`src/rtl/mem_stage_ctrl.sv`:
```
// mem_stage_ctrl: MEM-stage controller that runs loads/stores over a req/ack bus, stalls while waiting,
// resolves branch/jump PC selection and registers results toward MEM/WB.
module mem_stage_ctrl #(
  parameter int AWIDTH = 32,
  parameter int DWIDTH = 32,
  parameter int TIMEOUT = 15
) (
  input  logic              clk,
  input  logic              rst_n,
  input  logic              memwrin,
  input  logic              memrdin,
  input  logic              bbnein,
  input  logic              bbeqin,
  input  logic              bblezin,
  input  logic              bbgtzin,
  input  logic              jumpin,
  input  logic              zeroin,
  input  logic              negativein,
  input  logic [DWIDTH-1:0] aluoutin,
  input  logic [DWIDTH-1:0] regdata2in,
  input  logic [4:0]        regdstmuxin,
  input  logic              regwrin,
  input  logic [1:0]        memtoregin,
  input  logic [AWIDTH-1:0] branaddrin,
  input  logic [AWIDTH-1:0] jmpaddrin,
  output logic              mem_req,
  output logic              mem_we,
  output logic [AWIDTH-1:0] mem_addr,
  output logic [DWIDTH-1:0] mem_wdata,
  input  logic              mem_ack,
  input  logic [DWIDTH-1:0] mem_rdata,
  output logic              stall,
  output logic [1:0]        pcsrc,
  output logic [AWIDTH-1:0] pcaddr,
  output logic [DWIDTH-1:0] rdataout,
  output logic [DWIDTH-1:0] aluoutout,
  output logic [4:0]        regdstout,
  output logic              regwrout,
  output logic [1:0]        memtoregout,
  output logic              buserr
);
  localparam logic [0:0] IDLE = 1'b0;
  localparam logic [0:0] WAIT = 1'b1;
  localparam int CW = $clog2(TIMEOUT + 1);

  logic [0:0]    state;
  logic [CW-1:0] cnt;
  logic          access, aligned, issue, misal, tout, taken;

  assign access  = memrdin | memwrin;
  assign aligned = aluoutin[1:0] == 2'b00;
  assign issue   = state == IDLE && access && aligned;
  assign misal   = state == IDLE && access && !aligned;
  assign tout    = state == WAIT && !mem_ack && cnt == CW'(TIMEOUT);
  assign stall   = issue | (state == WAIT && !mem_ack && !tout);
  assign taken   = (bbeqin & zeroin) | (bbnein & !zeroin) | (bblezin & (zeroin | negativein))
                 | (bbgtzin & !zeroin & !negativein);
  assign pcsrc   = stall ? 2'b00 : jumpin ? 2'b10 : taken ? 2'b01 : 2'b00;
  assign pcaddr  = pcsrc == 2'b10 ? jmpaddrin : pcsrc == 2'b01 ? branaddrin : '0;

  always_ff @(posedge clk or negedge rst_n) begin
    if (!rst_n) begin
      state       <= IDLE;
      cnt         <= '0;
      mem_req     <= 1'b0;
      mem_we      <= 1'b0;
      mem_addr    <= '0;
      mem_wdata   <= '0;
      rdataout    <= '0;
      aluoutout   <= '0;
      regdstout   <= '0;
      regwrout    <= 1'b0;
      memtoregout <= '0;
      buserr      <= 1'b0;
    end else begin
      buserr <= misal | tout;
      if (issue) begin
        state     <= WAIT;
        cnt       <= '0;
        mem_req   <= 1'b1;
        mem_we    <= memwrin;
        mem_addr  <= aluoutin[AWIDTH-1:0];
        mem_wdata <= regdata2in;
      end else if (state == WAIT) begin
        if (mem_ack || tout) begin
          state   <= IDLE;
          mem_req <= 1'b0;
        end else cnt <= cnt + 1'b1;
      end
      // WB register advances whenever the pipeline is not frozen
      if (!stall) begin
        aluoutout   <= aluoutin;
        regdstout   <= regdstmuxin;
        memtoregout <= memtoregin;
        regwrout    <= regwrin & !misal & !tout;
        if (state == WAIT && mem_ack && !memwrin) rdataout <= mem_rdata;
      end
    end
  end
endmodule

```
`config.mk`:
```
export PLATFORM = sky130hd
export DESIGN_NAME = mem_stage_ctrl
export DESIGN_NICKNAME = d
export VERILOG_FILES = /design/src/rtl/mem_stage_ctrl.sv
export SDC_FILE = /design/constraint.sdc
export NUM_CORES = 1
export LEC_CHECK = 0
export ABC_AREA = 1
export CORE_AREA = 2 2 139 141
export CTS_CLUSTER_DIAMETER = 150
export DETAILED_ROUTE_END_ITERATION = 10
export DIE_AREA = 0 0 141 143
export GPL_TIMING_DRIVEN = 1
export PLACE_DENSITY = 0.74
export SYNTH_ARGS = -nofsm -noshare
export SYNTH_HDL_FRONTEND = slang
export SYNTH_SLANG_ARGS = --single-unit
```
`constraint.sdc`:
```
create_clock -name clk -period 1.7 [get_ports clk]
set_clock_uncertainty 0.1 [all_clocks]
set_input_delay 0.255 -clock clk [delete_from_list [all_inputs] [get_ports clk]]
set_output_delay 0.255 -clock clk [all_outputs]
set_load 0.005 [all_outputs]
```
==> results.md, run 1 <==
- Post-synthesis compound-gate area fraction: 6.74%
- Finished Layout Cells: 1283
- Class of the worst hold path: in2async
- I/O Buffers: 353
- Starting Density: 32.8%
- Status: finished, violations left
- Antenna diode count: 0
- Maximum vdd drop: 0.690 mV
- Mux share of post-synthesis cell area: 5.91%
- Die width: 141 um
- Dpl cells: 1223
- Final hold viol count: 0
- Worst Setup End Kind: output pin
- Initial antenna violation count: 0
- Commonest cells after routing, fill and taps aside: 293 x clkdlybuf4s50_1, 235 x nand2_1, 144 x dfrtp_1
- Crit path kind: reg2out
- Syn Nets: 822
- WL per Instance: 16.9 um
- DRC Markers: 0
- Total congestion overflow: 0
- Post-Synth XOR/XNOR Area: 0.288%
- WL final: 21.7 mm
- Nets: 1219
- TritonCTS Buffers: 17
- CTS tree: done
- Detail Route Antenna Nets: 0
- Clk_lat worst skew: 0.42 ns
- Synth Cell Area: 6090 um2
- Post-synthesis sequential area ratio: 59.1%
- Vias in the first global route: 5790
- Vias per cell: 4.58
- Failing checks: setup timing
- TritonRoute pass-1 iters: 5
- Relative slew slack: 75.4%
- Layout cell share with drive strength beyond 1: 20.8%
- Synth Register Bits: 144
- Min cycle time layout: 2.31 ns
- Most common cell after layout, fill and taps aside: clkdlybuf4s50_1
- Type of origin of the critical path: flop
- Data required, critical path: 1.34 ns
- First-pass GRT wire length: 31.3 mm
- CTS Root Buffer Type: clkbuf_16
- Mapped Cells: 641
- Final worst slack: -0.607 ns
- R2r setup slk: -0.03 ns
- Leak pwr: 0.00545 uW
- Unrepaired setup endpoints after global routing: true
- Max Buffers Root-to-Sink: 2
- Fmax: 433 MHz
- Slew Viols, Final: 0
- Final worst path period share: 136%
- Synth Area in Adders: 0.205%
- CP max FO: 7
- TritonCTS Sinks: 144
- GP Congestion: 0.826
- Rows: 50
- Largest family of logic cells by synthesized area: simple AND/OR/NAND/NOR gates
- Iteration-0 DRC Markers: 287
- Vias: 5880
- GRT Util Overall: 20.0%
- H-tree depth: 4
- Yosys cell types: 24
- Worst Tran Pin Value: 0.369 ns
- Simple-Gate Fraction of Synth Area: 20.9%
- Total of warnings raised by yosys: 0
- Core ar.: 18600 um2
- Setup violators final: 44
- Area grow syn2layout: 81.3%
- Final Total Pwr: 12100 uW
- Largest net degree at the start of global routing: 65
- Cell area power density: 1090 nW/um2
- Crit path DAT: 1.95 ns
- Clock-pin slew on the worst setup and hold paths: 0.06 ns
- Syn Area/Cell: 9.50 um2
- HPWL after DPL: 14.5 mm
- I/O pin cnt: 354
- Die height: 143 um
- DIE AREA: 20200 um2
- Max_cap viols: 0
## cells by family (layout without fill, tap and decap cells)
kind of cell / Yosys count / after routing
mux: 32 / 32
buf+inv: 80 / 488
compound gates: 67 / 67
simple gates: 315 / 315
fa+ha+maj: 1 / 1
flops: 144 / 144
xor+xnor: 2 / 2
## stage by stage
step                      setup WS (ns)  TNS [ns]  utilization (%)  instance area [um2]  hold WS, ns
after floorplan                  0.0711         0                -                 6090       -0.141
final                            -0.607    -18.31             59.4                11000        0.184
after CTS                        -0.689    -21.00             57.9                10800        0.187
after detailed placement         -0.683    -72.66             53.7                 9980       0.0602
after global placement           -0.659    -67.62             53.7                 9980       0.0577
after global routing             -0.727    -26.33             59.4                11000        0.190
## layer usage
layer	up-vias	global-route usage, %	share of wire (%)
met3	45	8.35	8.7
met4	0	7.42	2.7
met2	267	31.0	48
met1	2759	25.2	41
met5	-	0	0
li1	2809	-	-
## cell type report
cell class,instances,area (um2)
Sequential cell,144,3600
Clock buffer,21,470
Tap cell,234,293
Fill cell,1538,7530
Multi-Input combinational cell,417,2180
Timing Repair Buffer,413,4180
Inverter,45,181
Clock inverter,9,133
## registers in the layout, summed over array words and instances, names as in the netlist
name	cells
aluoutout	32
mem_req	1
mem_we	1
state	1
mem_addr	32
memtoregout	2
regdstout	5
rdataout	32
regwrout	1
buserr	1
mem_wdata	32
cnt	4
## critical path, stage by stage, from the launching register on
cell and delay [ns]:
dfrtp_1 0.36, ha_2 0.19, nand3_2 0.08, nand2_2 0.09, nand2_4 0.07, nor2_4 0.13
buf_6 0.15, buf_8 0.13, buf_6 0.11, nand2_2 0.04, nand2_1 0.05, buf_2 0.10
## cells in the mapped netlist
library cell	count	area (um2)
nand2_1	265	995
dfrtp_1	144	3600
inv_1	43	161
nand3_1	37	185
o21ai_0	35	175
mux2_2	32	360
o21ai_2	20	175
buf_2	16	80.1
o21ai_1	10	50.1
buf_6	9	101
buf_4	7	52.6
nor2_1	5	18.8
clkbuf_1	3	11.3
a21oi_1	2	10.0
inv_2	2	7.51
nand3b_1	2	15.0
nor2_4	2	22.5
ha_1	1	12.5
nand2_2	1	6.26
nand2_4	1	11.3
nand3_2	1	10.0
nor3_2	1	10.0
xnor2_1	1	8.76
xor2_1	1	8.76
## final timing paths
check,from,end,depth (start not counted)
max in group asynchronous,rst_n,rdataout[13],3
max,cnt[0],pcaddr[16],11
min,rst_n,mem_addr[4],2
max reg2reg,cnt[0],regwrout,10
min reg2reg,mem_addr[1],mem_addr[1],2
min in group clk,regdata2in[4],mem_wdata[4],3
## power by group
| group | internal (uW) | total (uW) | switching, uW |
|---|---|---|---|
| registers | 4150 | 4530 | 381 |
| logic | 2320 | 3700 | 1380 |
| clock network | 2410 | 3840 | 1430 |
## timing repair
action | in CTS | in global routing
hold buffers | 1 | 0
setup endpoints to repair | 119 | 136
cloned | 2 | 9
setup buffers | 16 | 10
pin swaps | 13 | 10
gates resized for setup | 165 | 80
hold endpoints to repair | 124 | 0
(Power assumes the default switching activity.)
==> run 2, diff against run 1 <==
Settings changed: ABC_CLOCK_PERIOD_IN_PS set to 1700.
==> results of run 2 <==
The final DEF is identical to that of run 1; final timing and power are the same.
==> run 3, diff against run 2 <==
Settings changed: CORE_AREA 2 2 139 141 to unset, CORE_MARGIN set to 5, CORE_UTILIZATION set to 35, DIE_AREA 0 0 141 143 to unset, PLACE_DENSITY 0.74 to 0.78.
==> results.md, run 3 (synthesis gave the netlist of run 1 again) <==
- Nets: 1213
- Iteration-0 DRC Markers: 266
- I/O pin cnt: 354
- H-tree depth: 4
- DRC Markers: 0
- Total congestion overflow: 0
- Detail Route Antenna Nets: 0
- First-pass GRT wire length: 32.6 mm
- Class of the worst hold path: in2async
- CTS tree: done
- I/O Buffers: 353
- Multi-input gate area: 2190 um2
- Switching power: 3230 uW
- Relative slew slack: 78.8%
- Min cycle time layout: 2.37 ns
- Final hold viol count: 0
- Layout cell share with drive strength beyond 1: 19.8%
- Worst setup path end: pcaddr[15]
- Setup violators final: 65
- Commonest cells after routing, fill and taps aside: 305 x clkdlybuf4s50_1, 241 x nand2_1, 144 x dfrtp_1
- HPWL after DPL: 15.7 mm
- Finished Layout Cells: 1271
- Reg area: 3600 um2
- R2R depth: 7
- Maximum vdd drop: 0.683 mV
- Sequential fraction of design power: 38.3%
- CP peak stage delay: 0.35 ns
- Crit path DAT: 2.02 ns
- Sw frac: 27.3%
- CP Cell Sequence: ha_2, nand3_2, nand2_2, nand2_4, nor2_4, buf_12, buf_16, buf_12, buf_6, nand2_2, nand2_1, buf_2
- CP max FO: 7
- Crit path max-delay family: buffers and inverters
- Status: finished, violations left
- WL final: 22.0 mm
- Largest net degree at the start of global routing: 50
- Most common cell after layout, fill and taps aside: clkdlybuf4s50_1
- Type of origin of the critical path: flop
- Combinational fraction of design power: 31.2%
- Dpl cells: 1216
- CTS Root Buffer Type: clkbuf_16
- Worst r2r src: cnt[0]
- Slew Viols, Final: 0
- Starting Density: 35.5%
- Vias in the first global route: 6015
- WL per Instance: 17.3 um
- TritonCTS Sinks: 144
- Unrepaired setup endpoints after global routing: true
- Initial antenna violation count: 1
- Reg-to-Reg End: aluoutout[29]
- Cell area power density: 1080 nW/um2
- Vias per cell: 4.65
- Clock-pin slew on the worst setup and hold paths: 0.06 ns
- CP max stage cell: dfrtp_1
- Final worst slack: -0.671 ns
- Hold WS: 0.198 ns
- TritonRoute pass-1 iters: 5
- Clk_lat worst skew: 0.41 ns
- Area grow syn2layout: 79.6%
- Die width: 142 um
- Fillers: 1386
- Max_cap viols: 0
- Failing checks: setup timing
- Data required, critical path: 1.34 ns
- R2r setup slk: -0.07 ns
- Critical path launch point: cnt[0]
- Die height: 142 um
- Max Buffers Root-to-Sink: 2
- Crit path kind: reg2out
- Worst Tran Pin Value: 0.318 ns
- Vias: 5905
- Worst path bufs/invs: 5
- Rows: 48
- Pre-CTS setup slack: -0.651 ns
- TritonCTS Buffers: 17
- Leak pwr: 0.00531 uW
- Critical path depth in cells: 12
- Final worst path period share: 139%
- GRT Util Overall: 20.7%
- Clock power share: 30.5%
- DIE AREA: 20100 um2
- Fmax: 422 MHz
- Core ar.: 17200 um2
- Cell-internal power: 8580 uW
- Worst Setup End Kind: output pin
- GP Congestion: 0.867
-- run 3: per-layer routing --
metal / GRT usage (%) / share of wire (%)
met4: 8.64 / 3.5
met5: 0 / 0
met2: 34.9 / 50
met3: 5.71 / 7.6
met1: 25.2 / 39
-- run 3: worst min path at each step --
stage / start / endpoint / cells after the start
final: rst_n / aluoutout[17] / 2
after detailed placement: rst_n / aluoutout[17] / 1
after global routing: rst_n / aluoutout[3] / 2
after floorplan: rst_n / aluoutout[0] / 0
after CTS: rst_n / aluoutout[17] / 2
after global placement: rst_n / aluoutout[17] / 1
-- run 3: power groups by stage --
stage	Sequential, uW	Combinational, uW	Clock (uW)
after global placement	4540	3480	0
after detailed placement	4580	3540	0
after floorplan	4630	985	0
after global routing	4620	3980	3810
final	4530	3680	3600
after CTS	4530	3640	3690
-- run 3: area by class of cell --
cell class	instances	share of cell area, %
sequential	144	32.9
inverter	45	1.61
timing repair buffer	407	37.6
clock buffer	20	4.26
clock inverter	12	0.972
antenna	1	0.0229
multi-input combinational	417	20.0
tap	225	2.57
-- run 3: per-stage QoR --
stage               utilization, %  setup TNS, ns  power [uW]  cell area [um2]
floorplan                        -              0        5610             6090
global placement              58.3         -59.36        8020            10000
detailed placement            58.3         -59.56        8110            10000
CTS                           62.6         -22.26       11900            10800
global route                  63.7         -27.38       12400            10900
finish                        63.7         -21.68       11800            10900
-- run 3: what timing repair did --
item,4_1_cts,5_1_grt
buffers inserted,11,6
cloned,4,3
pin swaps,23,9
resized for setup,170,39
hold buffers,1,0
setup endpoints to repair,96,129
endpoints found under the hold margin,140,0
